## config.mk

```make
export PLATFORM = sky130hd
export DESIGN_NAME = binary_math_round_ctrl
export DESIGN_NICKNAME = d
export VERILOG_FILES = /design/src/rtl/binary_math_round_ctrl.sv
export SDC_FILE = /design/constraint.sdc
export NUM_CORES = 1
export LEC_CHECK = 0
export CORE_MARGIN = 3
export CORE_UTILIZATION = 40
export DETAILED_ROUTE_END_ITERATION = 16
export GPL_TIMING_DRIVEN = 0
export PLACE_DENSITY_LB_ADDON = 0.08
export SLEW_MARGIN = 10
export SYNTH_ARGS = -nofsm -noshare
export SYNTH_HDL_FRONTEND = slang
export SYNTH_SLANG_ARGS = --single-unit
```

## constraint.sdc

```tcl
create_clock -name Clock -period 2.7 [get_ports Clock]
set_input_delay 0.54 -clock Clock [delete_from_list [all_inputs] [get_ports Clock]]
set_output_delay 0.54 -clock Clock [all_outputs]
set_load 0.01 [all_outputs]
```

## src/rtl/binary_math_round_ctrl.sv

```systemverilog
// Round-based addition game controller: draws a pseudo-random operand, times the
// player with a BCD countdown, scores answers whose sum hits TARGET.
module binary_math_round_ctrl #(
    parameter int unsigned WIDTH         = 4,
    parameter int unsigned TARGET        = (2 ** WIDTH) - 1,
    parameter int unsigned ROUNDS        = 5,
    parameter int unsigned TICKS_PER_SEC = 50000000,
    parameter int unsigned TIME_LIMIT    = 15
) (
    input  logic             Clock,
    input  logic             Reset,
    input  logic             Start,
    input  logic             Submit,
    input  logic [WIDTH-1:0] PlayerIn,
    output logic [WIDTH-1:0] RngVal,
    output logic [WIDTH-1:0] PlayerVal,
    output logic [WIDTH:0]   Sum,
    output logic [1:0]       Match,
    output logic [3:0]       Score,
    output logic [3:0]       Round,
    output logic [3:0]       Tens,
    output logic [3:0]       Ones,
    output logic             Playing,
    output logic             GameOver
);

    localparam int unsigned PRE_W = $clog2(TICKS_PER_SEC);

    localparam logic [PRE_W-1:0] PRE_LAST  = PRE_W'(TICKS_PER_SEC - 1);
    localparam logic [WIDTH:0]   TARGET_V  = (WIDTH + 1)'(TARGET);
    localparam logic [3:0]       ROUNDS_V  = 4'(ROUNDS);
    localparam logic [3:0]       TENS_INIT = 4'(TIME_LIMIT / 10);
    localparam logic [3:0]       ONES_INIT = 4'(TIME_LIMIT % 10);
    localparam logic [15:0]      LFSR_SEED = 16'hACE1;

    localparam logic [1:0] MATCH_NONE = 2'b00;
    localparam logic [1:0] MATCH_WIN  = 2'b10;
    localparam logic [1:0] MATCH_LOSE = 2'b01;

    typedef enum logic [2:0] {
        S_IDLE,
        S_DRAW,
        S_PLAY,
        S_RESULT,
        S_DONE
    } state_t;

    state_t           state_q,  state_d;
    logic [15:0]      lfsr_q,   lfsr_d;
    logic [WIDTH-1:0] rng_q,    rng_d;
    logic [WIDTH-1:0] player_q, player_d;
    logic [WIDTH:0]   sum_q,    sum_d;
    logic [1:0]       match_q,  match_d;
    logic [3:0]       score_q,  score_d;
    logic [3:0]       round_q,  round_d;
    logic [3:0]       tens_q,   tens_d;
    logic [3:0]       ones_q,   ones_d;
    logic [PRE_W-1:0] pre_q,    pre_d;

    logic             lfsr_fb;
    logic [WIDTH:0]   answer_sum;
    logic             timer_zero;

    assign lfsr_fb    = lfsr_q[15] ^ lfsr_q[13] ^ lfsr_q[12] ^ lfsr_q[10];
    assign answer_sum = {1'b0, PlayerIn} + {1'b0, rng_q};
    assign timer_zero = (tens_q == 4'd0) && (ones_q == 4'd0);

    always_comb begin
        state_d  = state_q;
        lfsr_d   = {lfsr_q[14:0], lfsr_fb};
        rng_d    = rng_q;
        player_d = player_q;
        sum_d    = sum_q;
        match_d  = match_q;
        score_d  = score_q;
        round_d  = round_q;
        tens_d   = tens_q;
        ones_d   = ones_q;
        pre_d    = pre_q;

        case (state_q)
            S_IDLE: begin
                if (Start) begin
                    state_d = S_DRAW;
                    round_d = 4'd1;
                    score_d = 4'd0;
                end
            end

            S_DRAW: begin
                rng_d    = lfsr_q[WIDTH-1:0];
                player_d = '0;
                sum_d    = '0;
                match_d  = MATCH_NONE;
                tens_d   = TENS_INIT;
                ones_d   = ONES_INIT;
                pre_d    = '0;
                state_d  = S_PLAY;
            end

            S_PLAY: begin
                // An answer wins over an expired timer; the timer only ticks while undecided.
                if (Submit) begin
                    player_d = PlayerIn;
                    sum_d    = answer_sum;
                    if (answer_sum == TARGET_V) begin
                        match_d = MATCH_WIN;
                        score_d = score_q + 4'd1;
                    end else begin
                        match_d = MATCH_LOSE;
                    end
                    state_d = S_RESULT;
                end else if (timer_zero) begin
                    match_d = MATCH_LOSE;
                    state_d = S_RESULT;
                end else if (pre_q == PRE_LAST) begin
                    pre_d = '0;
                    if (ones_q == 4'd0) begin
                        ones_d = 4'd9;
                        tens_d = tens_q - 4'd1;
                    end else begin
                        ones_d = ones_q - 4'd1;
                    end
                end else begin
                    pre_d = pre_q + PRE_W'(1);
                end
            end

            S_RESULT: begin
                if (Start) begin
                    if (round_q < ROUNDS_V) begin
                        round_d = round_q + 4'd1;
                        state_d = S_DRAW;
                    end else begin
                        state_d = S_DONE;
                    end
                end
            end

            S_DONE: begin
                if (Start) begin
                    state_d = S_DRAW;
                    round_d = 4'd1;
                    score_d = 4'd0;
                end
            end

            default: begin
                state_d = S_IDLE;
            end
        endcase
    end

    always_ff @(posedge Clock or negedge Reset) begin
        if (!Reset) begin
            state_q  <= S_IDLE;
            lfsr_q   <= LFSR_SEED;
            rng_q    <= '0;
            player_q <= '0;
            sum_q    <= '0;
            match_q  <= '0;
            score_q  <= '0;
            round_q  <= '0;
            tens_q   <= '0;
            ones_q   <= '0;
            pre_q    <= '0;
        end else begin
            state_q  <= state_d;
            lfsr_q   <= lfsr_d;
            rng_q    <= rng_d;
            player_q <= player_d;
            sum_q    <= sum_d;
            match_q  <= match_d;
            score_q  <= score_d;
            round_q  <= round_d;
            tens_q   <= tens_d;
            ones_q   <= ones_d;
            pre_q    <= pre_d;
        end
    end

    assign RngVal    = rng_q;
    assign PlayerVal = player_q;
    assign Sum       = sum_q;
    assign Match     = match_q;
    assign Score     = score_q;
    assign Round     = round_q;
    assign Tens      = tens_q;
    assign Ones      = ones_q;
    assign Playing   = (state_q == S_PLAY);
    assign GameOver  = (state_q == S_DONE);

endmodule

```

==> results of run 1 <==
==> timing repair <==
item / CTS / global route
pin swaps: 0 / 3
hold endpoints to repair: 0 / 0
setup endpoints to repair: 15 / 18
gates cloned: 0 / 0
gates resized for setup: 6 / 8
buffers inserted: 0 / 2
==> worst max-delay path by stage <==
stage	start	endpoint	slack (ps)	cells past startpoint
after global placement	Reset	Round[2]	-1680	1
after floorplan	PlayerIn[0]	Score[1]	180	8
after CTS	PlayerIn[0]	Score[1]	40	8
after global routing	state_q[0]	Tens[1]	20	7
final	PlayerIn[1]	Score[0]	130	8
after detailed placement	PlayerIn[0]	Score[1]	-490	9
==> power by group through the flow <==
stage / Combinational (W) / Clock [W] / Sequential, W
2_1_floorplan: 0.000808 / 0 / 0.00147
3_3_place_gp: 0.00142 / 0 / 0.00144
3_5_place_dp: 0.00144 / 0 / 0.00145
4_1_cts: 0.00146 / 0.000799 / 0.00143
5_1_grt: 0.00163 / 0.000841 / 0.00145
6_report: 0.00146 / 0.000766 / 0.00142
==> area by class of cell <==
class	count	area, sq um	share of cell area, %
Inverter	18	67.6	1.47
Timing Repair Buffer	43	442	9.62
Multi-Input combinational cell	275	1770	38.6
Sequential cell	76	1910	41.7
Clock inverter	2	10.0	0.218
Tap cell	126	158	3.44
Clock buffer	14	153	3.33
Buffer	16	76.3	1.66
==> cells by family after synthesis <==
family | after synthesis | share of synthesized area [%]
and+or+nand+nor | 159 | 21.9
AOI/OAI and AO/OA | 96 | 17.7
DFF | 76 | 50.5
buffers and inverters | 36 | 3.86
adders and majority gates | 11 | 3.83
xor gates and xnor gates | 6 | 1.39
muxes | 3 | 0.826
==> per-layer routing <==
layer  global-route usage [%]  up-vias  wire [um]
met1                     26.3     1577       4590
li1                         -     1529          -
met3                     4.56        8        422
met2                     28.1       59       4210
met5                        0        -          0
met4                     6.87        0        108
==> metrics by stage <==
step | setup WS [ps] | std cells | area, sq um | hold WS (ps) | TNS, ps
2_1_floorplan | 180 | 387 | 3790 | 244 | 0
3_3_place_gp | -1680 | 553 | 4350 | 336 | -123970
3_5_place_dp | -489 | 554 | 4380 | 336 | -3680
4_1_cts | 38.9 | 568 | 4540 | 84.9 | 0
5_1_grt | 17.7 | 570 | 4590 | 100 | 0
6_report | 133 | 570 | 4590 | 91.6 | 0
==> registers in the layout (all words and copies together), names as in the netlist <==
name / flops
Ones: 4
Tens: 4
PlayerVal: 4
Sum: 5
pre_q: 26
Score: 4
lfsr_q: 16
state_q: 3
Match: 2
Round: 4
RngVal: 4
==> placed cells by master (no fill, tap or decap), drive strengths merged, types with 8 or more instances in the layout <==
cell type,Yosys,layout
inv,18,18
and3,12,12
ha,10,10
nor2,21,21
nand3,26,26
a31oi,12,12
o21ai,23,23
buf,6,10
nand4,8,8
dfstp,8,8
nand2,47,47
dfrtp,68,68
clkdlybuf4s50,0,37
clkbuf,12,24
a21oi,11,11
==> results.cfg, run 1 <==
[run_status]
status = finished, final reports clean

[detailed_routing]
vias = 3173
routed_via_density = 5.57
drc = 0
firstDrtPassIters = 4
drtIter0Drc = 177
post_drt_wl_per_cell_um = 16.4
drt-total-wl_um = 9330
ant_nets = 0

[pwr]
p_sw_share_pct = 39.1
power.density_nw_per_um2 = 796
vdd_drop_max_mv = 0.635
p_clk_share_pct = 21.0
total_power_w = 0.00365
internal_power_w = 0.00222
switching_power_w = 0.00143
comb_power_share_pct = 40.0
pwr-share-seq_pct = 39.0
p_leak_nw = 2.03

[global_routing]
grt_pass1_wl_um = 15300
grt_max_degree = 53
grt_pass1_vias = 3056
antenna_found_initial = 0
grt.overflow.total = 0
grt.total_usage_pct = 18.7

[worst_setup_path]
cp-start-kind = primary input
critPathMaxFanout = 8
slowest_delay_ps = 540
reg2reg_setup_slack_ps = 150
cp_data_arrival_time_ps = 2860
path_buf_inv = 3
end_kind = register
required_ps = 2990
cp_top_family = simple AND/OR/NAND/NOR gates
r2r-start = state_q[0]
r2r_cells = 7
worstSetupPathType = in -> reg
r2r_end = Tens[1]
crit_slowest_cell = or4_4
path_cells = clkdlybuf4s50_1 > inv_1 > fa_1 > nand2b_4 > or4_4 > buf_4 > or3_1 > nand3_1

[logic_synthesis]
synth_most_common_cell = dfrtp_1
ys_types = 58
ys_seq_area_share_pct = 50.5
yosysTopAreaCellShare_pct = 44.9
synth_edf_count = 0
syn_area_sq_um = 3790
synth.ff_latch_count = 76
yosys-top-cells-count = 68 x dfrtp_1, 47 x nand2_1, 26 x nand3_1
yosysTopAreaCell = dfrtp_1
synth_warnings = 0
synthFlopType = dfrtp_1
synth_cells = 387
synth_nets = 406
synth-async-reset-ratio_pct = 100
syn_area_per_cell_sq_um = 9.79
netlist_top_cells_area = dfrtp_1 45%, dfstp_2 5.6%, nand2_1 4.7%, nand3_1 3.4%, ha_1 3.3%

[clock_network]
postCtsHoldBufs = 0
clockBufferDepth = 2
clkLatencyLatePin_ps = 360
cts_tree = yes
cts_buffers = 9
cts_max_level = 3
cts_sinks = 76
clk_pin_slew_worst_paths_ps = 80
cts_root_buf = clkbuf_8

[floorplan]
core_area_sq_um = 8980
fp-row-count = 34
die_y_um = 103
start_util_pct = 42.2
dieArea_sq_um = 10700
ioPinCount = 41
die_w_um = 103

[min_path]
holdCritPathClass = in -> async

[sta]
skew_ps = 7.38
finalSetupViolations = 0
finalCriticalPeriod_ps = 2570
slew_headroom_pct = 43.0
drv_slew = 0
fmax_mhz = 390
finalHoldViolCount = 0
period_share_pct = 95.1
rsz0062_at_grt = no
worstMarginPinSlew_ps = 847

[finish]
synthToLayoutAreaGrowth_pct = 21.2
antennaDiodeCount = 0
nFillCells = 873
nets = 458
utilization_pct = 51.1
drive_above_1_share_pct = 10.1

[place]
gp_congestion = 0.867
hpwlAfterDp_um = 6450
io_buffers = 40

[job]
cap_viol_max_count = 0
(Power assumes the default switching activity.)
==> run 2: changes to the inputs <==
==> constraint.sdc (replaced) <==
create_clock -name Clock -period 2.6 [get_ports Clock]
set_input_delay 0.52 -clock Clock [delete_from_list [all_inputs] [get_ports Clock]]
set_output_delay 0.52 -clock Clock [all_outputs]
set_load 0.01 [all_outputs]
==> run 2 against run 1 <==
Total power rose by 4.3%. Critical path depth fell by 3. Clock skew decreased by 0.73 ps. Routed wire length up 0.14%. Global-route usage is essentially flat. Count of clock-buffer cells in the layout is the same. Clock power increased by 3.9%. Register-to-register slack is essentially flat. Cell count stayed put. Largest cell class unchanged. Sequential power up 4%. Flip-flop and latch count unchanged. Die area unchanged. Highest routed layer unchanged.
==> results.cfg, run 2 (synthesis gave the netlist of run 1 again) <==
[finish]
drive_above_1_share_pct = 10.8
antennaDiodeCount = 0
layout_common_cells = 68 x dfrtp_1, 47 x nand2_1, 37 x clkdlybuf4s50_1, 26 x nand3_1, 23 x o21ai_0
nets = 458
synthToLayoutAreaGrowth_pct = 22.2
largest_register_ffs = 26
regMostFlops = pre_q
final_common_cell = dfrtp_1

[run_status]
status = finished, final reports clean

[place]
hpwlAfterDp_um = 6450
io_buffers = 40
gp_congestion = 0.867

[detailed_routing]
ant_nets = 0
firstDrtPassIters = 4
vias = 3181
drtIter0Drc = 146
drt-total-wl_um = 9340
drc = 0
post_drt_wl_per_cell_um = 16.4
routed_via_density = 5.58

[clock_network]
cts_tree = yes
clockBufferDepth = 2
cts_buffers = 9
postCtsHoldBufs = 0
cts_sinks = 76
clk_pin_slew_worst_paths_ps = 80
cts_max_level = 3
cts_root_buf = clkbuf_8
clkLatencyLatePin_ps = 360

[sta]
fmax_mhz = 403
finalSetupViolations = 0
drv_slew = 0
worstMarginPinSlew_ps = 887
slew_headroom_pct = 40.4
skew_ps = 6.65
finalCriticalPeriod_ps = 2480
finalHoldViolCount = 0
period_share_pct = 95.4
tns_ps = 0

[pwr]
vdd_drop_max_mv = 0.663
p_leak_nw = 2.05
power.density_nw_per_um2 = 823
total_power_w = 0.00381

[global_routing]
grt_pass1_wl_um = 15300
grt_max_degree = 53
grt_pass1_vias = 3055
grt.overflow.total = 0
grt.total_usage_pct = 18.7
antenna_found_initial = 0

[worst_setup_path]
required_ps = 2080
cp_data_arrival_time_ps = 1960
worstSetupPathType = reg -> out
cp-start-kind = register
end_kind = output pin
critPathMaxFanout = 10

[floorplan]
start_util_pct = 42.2
dieArea_sq_um = 10700
ioPinCount = 41
die_y_um = 103
core_area_sq_um = 8980
fp-row-count = 34
die_w_um = 103

[job]
cap_viol_max_count = 0

[min_path]
holdCritPathClass = in -> async
==> run 2: cell types whose count changed in the layout (fill, tap and decap cells not counted), sizes merged <==
cell and delta:
buf -1, clkbuf +1
==> run 2: stage by stage <==
stage                     cells  cell area [sq um]  hold WS (ps)  setup slack [ps]  utilization (%)
after detailed placement    554               4380           336              -569             48.8
after CTS                   568               4550          64.9              1.12             50.7
after global placement      553               4350           336             -1760             48.4
final                       570               4630          68.8               120             51.5
after floorplan             387               3790           224              99.9                -
after global routing        570               4630          80.2             -6.57             51.5
==> run 2: critical path, stage by stage, from the launching register on <==
cell           delay, ps
dfrtp_1              360
buf_2                160
or3b_4               470
inv_1                130
buf_4                200
dlygate4sd2_1        290
==> run 2: worst paths after layout <==
path	startpoint	cells past startpoint	to	slack, ps
worst max register to register	RngVal[0]	8	Score[0]	140
worst min-delay path	Reset	1	pre_q[0]	70
max in group asynchronous	Reset	2	lfsr_q[6]	1920
worst max-delay path	state_q[0]	5	Playing	120
min in group Clock	lfsr_q[9]	0	lfsr_q[10]	350
worst min register to register	lfsr_q[9]	0	lfsr_q[10]	350
==> run 2: cell type report <==
type                       count  area [sq um]
fill                         870          4350
sequential                    76          1910
multi-input combinational    275          1800
timing repair buffer          43           445
tap                          126           158
clock buffer                  14           153
buffer                        16          78.8
inverter                      18          67.6
clock inverter                 2          10.0
==> run 2: where the power goes <==
| group | switching (W) | internal, W | leakage (nW) | total [W] |
|---|---|---|---|---|
| Combinational | 0.000922 | 0.000613 | 0.980 | 0.00153 |
| Clock | 0.000424 | 0.000372 | 0.0844 | 0.000796 |
| Sequential | 0.000141 | 0.00134 | 0.991 | 0.00148 |
| Total | 0.00149 | 0.00232 | 2.05 | 0.00381 |
==> run 2: per-layer routing <==
metal / track usage (%) / vias to the layer above / routed length [um]
met3: 4.56 / 11 / 380
met5: 0 / - / 0
met4: 6.87 / 0 / 139
li1: - / 1531 / -
met1: 26.3 / 1565 / 4610
met2: 28.1 / 74 / 4210
==> run 2: timing repair <==
action	in CTS	in global routing
buffers inserted	0	2
endpoints found under the setup margin	28	22
pin swaps	0	3
resized for setup	8	14
==> run 3: changes to the inputs <==
--- a/config.mk
+++ b/config.mk
@@ -9,6 +9,7 @@
 export CORE_UTILIZATION = 40
 export DETAILED_ROUTE_END_ITERATION = 16
 export GPL_TIMING_DRIVEN = 0
+export HOLD_SLACK_MARGIN = 0.02
 export PLACE_DENSITY_LB_ADDON = 0.08
 export SLEW_MARGIN = 10
 export SYNTH_ARGS = -nofsm -noshare
==> results of run 3 <==
Same layout as run 2: the final DEF is identical, and so are final timing and power.
